$ cat src/rtl/hazard_pkg.sv
// Shared definitions for the pipeline hazard controller.
//   FWD_*        : execute-stage operand select encodings
//   mc_state_t   : multi-cycle execute FSM states
//   PC_REG_DEF   : default register index of the PC
//   MC_LAT_DEF   : default execute latency of a multi-cycle op
package hazard_pkg;

  localparam logic [1:0] FWD_RF  = 2'b00;  // register file value
  localparam logic [1:0] FWD_WB  = 2'b01;  // W-stage result
  localparam logic [1:0] FWD_MEM = 2'b10;  // M-stage ALU result

  localparam int PC_REG_DEF = 15;
  localparam int MC_LAT_DEF = 4;

  typedef enum logic {
    IDLE = 1'b0,
    BUSY = 1'b1
  } mc_state_t;

endpackage

$ cat src/rtl/mc_busy_counter.sv
// Multi-cycle execute sequencer. Holds the D/E register while a long-latency
// op occupies execute, so the op spends MC_LAT cycles in E in total.
// Ports:
//   CLK, RST           : clock, synchronous active-low reset
//   i_multi_cycle      : E-stage instruction is a multi-cycle op
//   i_branch_taken     : branch resolved taken in E (blocks entry only)
//   o_busy             : hold request (entry cycle and every BUSY cycle)
//   o_dbg_busy_state   : 1 while the FSM is in BUSY
module mc_busy_counter
  import hazard_pkg::*;
#(
  parameter int MC_LAT = MC_LAT_DEF,
  parameter int CNT_W  = 3
) (
  input  logic CLK,
  input  logic RST,
  input  logic i_multi_cycle,
  input  logic i_branch_taken,
  output logic o_busy,
  output logic o_dbg_busy_state
);

  mc_state_t        r_state;
  mc_state_t        w_state_next;
  logic [CNT_W-1:0] r_cnt;
  logic [CNT_W-1:0] w_cnt_next;
  logic             r_done;
  logic             w_done_next;

  // The entry cycle is a hold cycle too, and the BUSY cycles cover the
  // remaining MC_LAT-2 holds. cnt reaches 0 on the step that returns to
  // IDLE; that IDLE cycle is the op's final, non-stalled E cycle, and the
  // done flag keeps the still-asserted MultiCycleE from restarting the FSM.
  always_comb begin
    w_state_next = r_state;
    w_cnt_next   = r_cnt;
    w_done_next  = 1'b0;
    o_busy       = 1'b0;
    case (r_state)
      IDLE: begin
        if (i_multi_cycle && !i_branch_taken && !r_done) begin
          o_busy = 1'b1;
          if (MC_LAT == 2) begin
            w_done_next = 1'b1;
          end else begin
            w_state_next = BUSY;
            w_cnt_next   = CNT_W'(MC_LAT - 2);
          end
        end
      end
      BUSY: begin
        o_busy     = 1'b1;
        w_cnt_next = r_cnt - CNT_W'(1);
        if (r_cnt == CNT_W'(1)) begin
          w_state_next = IDLE;
          w_done_next  = 1'b1;
        end
      end
      default: begin
        w_state_next = IDLE;
      end
    endcase
  end

  always_ff @(posedge CLK) begin
    if (!RST) begin
      r_state <= IDLE;
      r_cnt   <= '0;
      r_done  <= 1'b0;
    end else begin
      r_state <= w_state_next;
      r_cnt   <= w_cnt_next;
      r_done  <= w_done_next;
    end
  end

  assign o_dbg_busy_state = (r_state == BUSY);

endmodule

$ cat src/rtl/hazard_controller.sv
// Hazard and sequencing unit for the 5-stage pipeline.
// Ports:
//   CLK, RST                   : clock, synchronous active-low reset
//   RA1D/RA2D, RA1E/RA2E       : source registers in decode / execute
//   WA3E/WA3M/WA3W, RegWrite*  : destination register and write enable per stage
//   MemtoRegE, MultiCycleE     : E-stage op is a load / a multi-cycle op
//   BranchTakenE               : branch resolved taken in execute
//   ForwardAE/ForwardBE        : execute operand selects (see hazard_pkg)
//   StallF/StallD/StallE       : hold PC+F/D, F/D, D/E
//   FlushD/FlushE/FlushM       : bubble into F/D, D/E, E/M
//   BusyE                      : multi-cycle op holding execute
//   o_dbg_mc_busy              : multi-cycle FSM is in BUSY (debug)
// Priority: branch flush > multi-cycle hold > load-use stall, except that an
// op already in BUSY ignores branches.
module hazard_controller
  import hazard_pkg::*;
#(
  parameter int REG_W  = 4,
  parameter int PC_REG = PC_REG_DEF,
  parameter int MC_LAT = MC_LAT_DEF,
  parameter int CNT_W  = 3
) (
  input  logic             CLK,
  input  logic             RST,
  input  logic [REG_W-1:0] RA1D,
  input  logic [REG_W-1:0] RA2D,
  input  logic [REG_W-1:0] RA1E,
  input  logic [REG_W-1:0] RA2E,
  input  logic [REG_W-1:0] WA3E,
  input  logic [REG_W-1:0] WA3M,
  input  logic [REG_W-1:0] WA3W,
  input  logic             RegWriteE,
  input  logic             RegWriteM,
  input  logic             RegWriteW,
  input  logic             MemtoRegE,
  input  logic             MultiCycleE,
  input  logic             BranchTakenE,
  output logic [1:0]       ForwardAE,
  output logic [1:0]       ForwardBE,
  output logic             StallF,
  output logic             StallD,
  output logic             StallE,
  output logic             FlushD,
  output logic             FlushE,
  output logic             FlushM,
  output logic             BusyE,
  output logic             o_dbg_mc_busy
);

  localparam logic [REG_W-1:0] PC_IDX = REG_W'(PC_REG);

  logic w_match_m_a, w_match_w_a, w_match_m_b, w_match_w_b;
  logic w_ld_stall;
  logic w_busy;

  // The PC is read from the fetch path, never from a forwarded result.
  assign w_match_m_a = RegWriteM && (WA3M == RA1E) && (RA1E != PC_IDX);
  assign w_match_w_a = RegWriteW && (WA3W == RA1E) && (RA1E != PC_IDX);
  assign w_match_m_b = RegWriteM && (WA3M == RA2E) && (RA2E != PC_IDX);
  assign w_match_w_b = RegWriteW && (WA3W == RA2E) && (RA2E != PC_IDX);

  // M is the younger producer, so it wins over W.
  assign ForwardAE = w_match_m_a ? FWD_MEM : (w_match_w_a ? FWD_WB : FWD_RF);
  assign ForwardBE = w_match_m_b ? FWD_MEM : (w_match_w_b ? FWD_WB : FWD_RF);

  assign w_ld_stall = MemtoRegE && RegWriteE && (WA3E != PC_IDX) &&
                      ((WA3E == RA1D) || (WA3E == RA2D));

  mc_busy_counter #(
    .MC_LAT (MC_LAT),
    .CNT_W  (CNT_W)
  ) u_mc (
    .CLK              (CLK),
    .RST              (RST),
    .i_multi_cycle    (MultiCycleE),
    .i_branch_taken   (BranchTakenE),
    .o_busy           (w_busy),
    .o_dbg_busy_state (o_dbg_mc_busy)
  );

  // w_busy is already suppressed by a branch on the entry cycle, so checking
  // it first gives branch > hold in IDLE and hold > branch in BUSY.
  always_comb begin
    StallF = 1'b0;
    StallD = 1'b0;
    StallE = 1'b0;
    FlushD = 1'b0;
    FlushE = 1'b0;
    FlushM = 1'b0;
    if (w_busy) begin
      StallF = 1'b1;
      StallD = 1'b1;
      StallE = 1'b1;
      FlushM = 1'b1;
    end else if (BranchTakenE) begin
      FlushD = 1'b1;
      FlushE = 1'b1;
    end else if (w_ld_stall) begin
      StallF = 1'b1;
      StallD = 1'b1;
      FlushE = 1'b1;
    end
  end

  assign BusyE = w_busy;

endmodule
$ cat config.mk
export PLATFORM = sky130hd
export DESIGN_NAME = hazard_controller
export DESIGN_NICKNAME = d
export VERILOG_FILES = /design/src/rtl/hazard_pkg.sv /design/src/rtl/mc_busy_counter.sv /design/src/rtl/hazard_controller.sv
export SDC_FILE = /design/constraint.sdc
export NUM_CORES = 1
export LEC_CHECK = 0
export CORE_AREA = 5 5 52 54
export CTS_CLUSTER_SIZE = 14
export DETAILED_ROUTE_END_ITERATION = 7
export DIE_AREA = 0 0 57 59
export HOLD_SLACK_MARGIN = 0.15
export PLACE_DENSITY_LB_ADDON = 0.1
export SLEW_MARGIN = 30
export SYNTH_ARGS = -nofsm -noshare
export SYNTH_HDL_FRONTEND = slang
export SYNTH_SLANG_ARGS = --single-unit
$ cat constraint.sdc
create_clock -name CLK -period 1.1 [get_ports CLK]
set_clock_uncertainty 0.05 [all_clocks]
set_input_delay 0.165 -clock CLK [delete_from_list [all_inputs] [get_ports CLK]]
set_output_delay 0.165 -clock CLK [all_outputs]
set_load 0.02 [all_outputs]
==> summary.md, run 1 <==
| Metric | Value |
|---|---|
| Status | finished with violations |
| Failing checks | setup timing |
| Worst vdd ir | 388 uV |
| Area after DPL | approximately 1300 um2 |
| First-pass GRT wire length | about 3500 um |
| Starting Density | 27.2% |
| I/O Pins | 48 |
| Total power | about 1.0 mW |
| Critical path required time | approximately 0.88 ns |
| Vias per cell | 4.65 |
| Fillers | 200 |
| Largest net degree at the start of global routing | 7 |
| DRT iter0 DRCs | 8 |
| Worst-path clk slew | roughly 0.05 ns |
| CTS Buf Count | 3 |
| Clock sinks | 5 |
| GPL Wtd Cong | 0.838 |
| Die area | ~3400 um2 |
| Final hold slack | between 0.4 and 0.5 ns |
| Drt pass-1 iters | 4 |
| CP endpoint kind | primary output |
| Sequential share of the synthesized area | 16.9% |
| Final min period | 1.50 ns |
| Final Hold Vio Count | 0 |
| # placed instances | roughly 170 |
| Share of cells above drive strength 1 | 66.4% |
| Power Density | 692 nW/um2 |
| Setup TNS | -2.48 ns |
| Slew of the pin with the lowest slew margin | about 0.32 ns |
| Clk buf depth | 2 |
| Setup WS pre-CTS | -1.27 ns |
| Nets | 182 |
| Die X | ~57 um |
| Syn Nets | 114 |
| Crit path largest cell delay | slightly above 0.3 ns |
| Clock latency at the later pin of the worst-skew pair | 0.24 ns |
| All-Layer GR Usage | around 13% |
| Post-synthesis area per instance | around 7.8 um2 |
| Static Leak | approximately 0.65 nW |
| Setup bufs post-CTS | 0 |
| Post-route non-filler standard cell count | 171 |
| Cells after Synth | between 70 and 80 |
| CP Max Fanout | 2 |
| Commonest non-fill, non-tap cell in the layout | buf_6 |
| Slew margin rel. | 78.7% |
| Yosys cell types | 25 |
| Via Count | ~800 |
| CTS tree | built |
| N_diodes | 0 |
| Final Cell Area | around 1400 um2 |
| CTS H-Tree Depth | 1 |
| Row Count | 17 |
| Initial antenna violation count | 0 |
| Vias in the first global route | 850 |
| Critical path data arrival time | between 1 and 1.5 ns |
| Buffers on Ports | 47 |
| Most frequent cells in the layout | buf_6 (20), buf_4 (16), xnor2_2 (13), buf_2 (13), dlygate4sd2_1 (7) |
| Cell Area, Synth | ~600 um2 |
| Worst Setup Start Kind | input port |
| Crit path cell chain | buf_8 > xor2_2 > nor4_2 > a41oi_2 > o31ai_4 > buf_6 |
| Setup ws final | -0.398 ns |
| Placeable Area | approximately 2200 um2 |
| Drt total wl | roughly 2100 um |
| Unrepaired setup endpoints after global routing | yes |
| CTS Root Cell | clkbuf_4 |
| Gr ovfl total | 0 |
| Slowest stage cell, crit path | o31ai_4 |
| Crit share post-route | 136% |
| Setup violators final | 11 |
| Post-DR wirelength/cell | between 10 and 15 um |
| Kind of cell adding the most delay to the critical path | compound AO/OA/AOI/OAI gates |
| Fmax | about 0.67 GHz |
| Final slew viol count | 0 |
| Cts hold-fix bufs | 0 |
| Critical path type | input port to primary output |
| CP Buf/Inv Count | 2 |
| Die Y-Extent | 59 um |
| Synth warn | 0 |
| Max-Cap Viols | 0 |
| Post-route ant nets | 0 |
| Residual DRC | 0 |
| Post-DP HPWL | approximately 1800 um |
| Register bit total from synthesis | 5 |
| Worst Hold Class | flip-flop to flip-flop |
| Area grow syn2layout | 145% |
| Final core area utilization | about two thirds |
cell usage after synthesis (all sizes together):
library cell / number / share of area (%)
xnor2: 16 / 24
buf: 5 / 6.4
dfxtp: 5 / 17
inv: 5 / 3.2
nand4: 5 / 5.3
nor2: 5 / 3.2
nand2: 4 / 2.5
nand3: 4 / 3.4
xor2: 4 / 5.9
a21oi: 3 / 3.2
nor2b: 3 / 3.2
ha: 2 / 4.2
nor3: 2 / 1.7
o21ai: 2 / 1.7
o31ai: 2 / 2.5
a2111oi: 1 / 2.5
a211oi: 1 / 1.3
a221oi: 1 / 1.5
a31oi: 1 / 1.1
a41oi: 1 / 1.5
mux2i: 1 / 1.7
nand3b: 1 / 1.3
nor4: 1 / 1.1
or2: 1 / 1.1
timing repair:
| action | in CTS | in global routing |
|---|---|---|
| pin swaps | 30 | 18 |
| gates resized for setup | 216 | 14 |
| gates cloned | 0 | 0 |
| endpoints found under the setup margin | 15 | 14 |
path summary, 6_finish.rpt:
check / start / endpoint / slack [ns] / cells past startpoint
setup reg to reg: u_mc.r_done / u_mc.r_cnt[2] / 0.05 / 5
hold / removal: u_mc.r_cnt[2] / u_mc.r_done / 0.42 / 1
setup / recovery: WA3E[1] / StallF / -0.40 / 6
hold reg to reg: u_mc.r_cnt[2] / u_mc.r_done / 0.42 / 1
report_power, final:
group / switching, mW / internal, mW / total (mW)
registers: 0.00876 / 0.195 / 0.204
logic: 0.251 / 0.334 / 0.585
clock network: 0.0742 / 0.137 / 0.211
sequential cells by signal (all words and copies together), names as in the netlist:
signal                 flops
u_mc.r_cnt                 3
u_mc.o_dbg_busy_state      1
u_mc.r_done                1
metal layers:
metal	up-vias	share of wire (%)	track usage, %
met5	-	0	0
met4	0	1.6	3.97
met3	4	8.5	5.66
met2	32	49	20.7
met1	361	41	15.6
li1	398	-	-
final cells by class:
class	count	area (um2)	share of cell area, %
multi-input cells	61	648	44.8
repair buffers	68	612	42.3
flip-flops and latches	5	103	7.10
well taps	28	35.0	2.42
clock buffers	4	26.3	1.82
inverters	5	21.3	1.47
cell families (layout without fill, tap and decap cells):
logic type      after synthesis  count (layout)  synth area share, %
simple gates                 26              26                 22.7
buf+inv                      10              77                 9.53
flops                         5               5                 16.9
compound gates               12              12                 15.3
xor+xnor                     20              20                 29.7
mux                           1               1                 1.69
fa+ha+maj                     2               2                 4.24
Note: power is estimated with default switching activity, not from simulation.
==> inputs of run 2 (changes only) <==
--- a/config.mk
+++ b/config.mk
@@ -10,8 +10,9 @@
 export DETAILED_ROUTE_END_ITERATION = 7
 export DIE_AREA = 0 0 57 59
 export HOLD_SLACK_MARGIN = 0.15
-export PLACE_DENSITY_LB_ADDON = 0.1
+export PLACE_DENSITY = 0.79
 export SLEW_MARGIN = 30
 export SYNTH_ARGS = -nofsm -noshare
 export SYNTH_HDL_FRONTEND = slang
 export SYNTH_SLANG_ARGS = --single-unit
+export TNS_END_PERCENT = 100
==> summary.md, run 2 (synthesis gave the netlist of run 1 again) <==
| Metric | Value |
|---|---|
| Status | finished with violations |
| Failing checks | setup timing |
| Share of cells above drive strength 1 | 66.4% (about the same) |
| Clock sinks | 5 (unchanged) |
| Worst Hold Class | flip-flop to flip-flop |
| Commonest non-fill, non-tap cell in the layout | buf_6 |
| Crit share post-route | 136% (-0.30 points) |
| Critical path required time | 0.88 ns (about the same) |
| Fmax | 0.669 GHz (+0.22%) |
| Largest net degree at the start of global routing | 7 (unchanged) |
| All-Layer GR Usage | 14.3% (+1.4 points) |
| Net switching power | 0.343 mW (+2.7%) |
| Comb pwr share | 58.8% (+0.3 points) |
| Critical path data arrival time | 1.28 ns (about the same) |
| Max-Cap Viols | 0 (unchanged) |
| Seq pwr share | 20.4% (about the same) |
| Row Count | 17 (unchanged) |
| CP endpoint kind | primary output |
| CTS H-Tree Depth | 1 (unchanged) |
| Power share of the clock group | 20.8% (-0.3 points) |
| # placed instances | 160 (-4.2%) |
| Crit path cell chain | buf_6 > xor2_1 > nor4_2 > a41oi_2 > o31ai_4 > buf_6 |
| Placeable Area | 2170 um2 (unchanged) |
| N_diodes | 0 (unchanged) |
| Hold Crit Depth | 2 (+1) |
| Power Density | 703 nW/um2 (+1.7%) |
| Drt pass-1 iters | 4 (unchanged) |
| CTS Buf Count | 3 (unchanged) |
| P_int | 0.664 mW (-0.20%) |
| Setup violators final | 11 (unchanged) |
| Setup TNS | -2.55 ns (-0.0630 ns) |
| Crit-path most repeated cell | buf_6 |
| Residual DRC | 0 (unchanged) |
| Slew of the pin with the lowest slew margin | 0.303 ns (-0.0157 ns) |
| Setup WS pre-CTS | -1.27 ns (-0.00852 ns) |
| Crit path largest cell delay | 0.30 ns (about the same) |
| Post-DP HPWL | 1820 um (+3.6%) |
| Area grow syn2layout | 143% |
| Worst vdd ir | 463 uV (+19%) |
| Final min period | 1.49 ns (-0.00330 ns) |
| Unrepaired setup endpoints after global routing | yes |
| Total power | 1.01 mW (+0.77%) |
| CTS tree | built |
| Buffers on Ports | 47 (unchanged) |
| Final Hold Vio Count | 0 (unchanged) |
| Largest register FFs | 3 (unchanged) |
| CP Max Fanout | 2 (unchanged) |
| Initial antenna violation count | 0 (unchanged) |
| Vias in the first global route | 933 (+9.8%) |
| Nets | 179 (-1.6%) |
| Final hold slack | 0.439 ns (+0.0231 ns) |
| Register bank with the most flops | u_mc.r_cnt |
| CTS Root Cell | clkbuf_4 |
| Drt total wl | 2470 um (+19%) |
| Via Count | 803 (+1.0%) |
| Die area | 3360 um2 (unchanged) |
| Vias per cell | 4.78 (+2.8%) |
| Most frequent cells in the layout | buf_6 (20), buf_4 (14), xnor2_2 (11), buf_2 (11), buf_8 (6) |
| Final slew viol count | 0 (unchanged) |
| GPL Wtd Cong | 0.774 (-7.7%) |
| Final core area utilization | 66.0% (-0.58 points) |
| First-pass GRT wire length | 3880 um (+11%) |
| Die X | 57 um (unchanged) |
| Switch share | 34.1% (+0.64 points) |
| Post-route ant nets | 0 (unchanged) |
| Fillers | 184 (-8.0%) |
| Slew margin rel. | 79.8% (+1.0 points) |
| R2R depth | 5 (unchanged) |
| Setup ws final | -0.394 ns (+0.00330 ns) |
| Slowest stage cell, crit path | nor4_2 |
| Area after DPL | 1220 um2 (-4.1%) |
| Clk buf depth | 2 (unchanged) |
| Worst Setup Start Kind | input port |
| Clock latency at the later pin of the worst-skew pair | 0.24 ns (about the same) |
| Worst-path clk slew | 0.05 ns (about the same) |
| Static Leak | 0.627 nW (-3.8%) |
| Starting Density | 27.2% (unchanged) |
| Post-route non-filler standard cell count | 168 (-1.8%) |
| Final Cell Area | 1430 um2 (-0.87%) |
| Gr ovfl total | 0 (unchanged) |
| Cts hold-fix bufs | 0 (unchanged) |
| Critical path type | input port to primary output |
| DRT iter0 DRCs | 10 (+2) |
| I/O Pins | 48 (unchanged) |
| Post-DR wirelength/cell | 14.7 um (+21%) |
| Die Y-Extent | 59 um (unchanged) |
-- run 2: layer usage --
layer	wire [um]	part of all wire, %	global-route usage (%)
met5	0	0	0
met4	0	0	1.99
met3	180	7.3	2.61
met2	1440	59	32.1
met1	843	34	13.0
-- run 2: path summary, 6_finish.rpt --
check                              startpoint       endpoint  slack (ns)
worst max register to register    u_mc.r_done  u_mc.r_cnt[2]        0.03
worst min-delay path            u_mc.r_cnt[1]  u_mc.r_cnt[1]        0.44
worst min register to register  u_mc.r_cnt[1]  u_mc.r_cnt[1]        0.44
worst max-delay path                  RA1D[2]         StallD       -0.39
-- run 2: what timing repair did --
action	4_1_cts	5_1_grt
pin swaps	30	17
setup endpoints to repair	15	16
cloned	0	0
setup buffers	4	1
gates resized for setup	206	29
-- run 2: cell type report --
type	instances	area, um2	area share, %
clock buffer	4	26.3	1.83
inverter	5	21.3	1.48
multi-input combinational	61	639	44.6
sequential	5	104	7.25
tap	28	35.0	2.45
timing repair buffer	65	607	42.4
-- run 2: worst max-delay path: cells and delay by family --
family / cells / cell delay, ns
compound gates: 2 / 0.41
simple gates: 1 / 0.30
buf+inv: 2 / 0.24
xor+xnor: 1 / 0.16
-- run 2: power by group through the flow --
stage	combinational (mW)	clock (mW)	sequential, mW
final	0.593	0.209	0.206
after global routing	0.626	0.227	0.206
after CTS	0.552	0.215	0.203
after detailed placement	0.491	0	0.206
after global placement	0.479	0	0.204
after floorplan	0.216	0	0.210
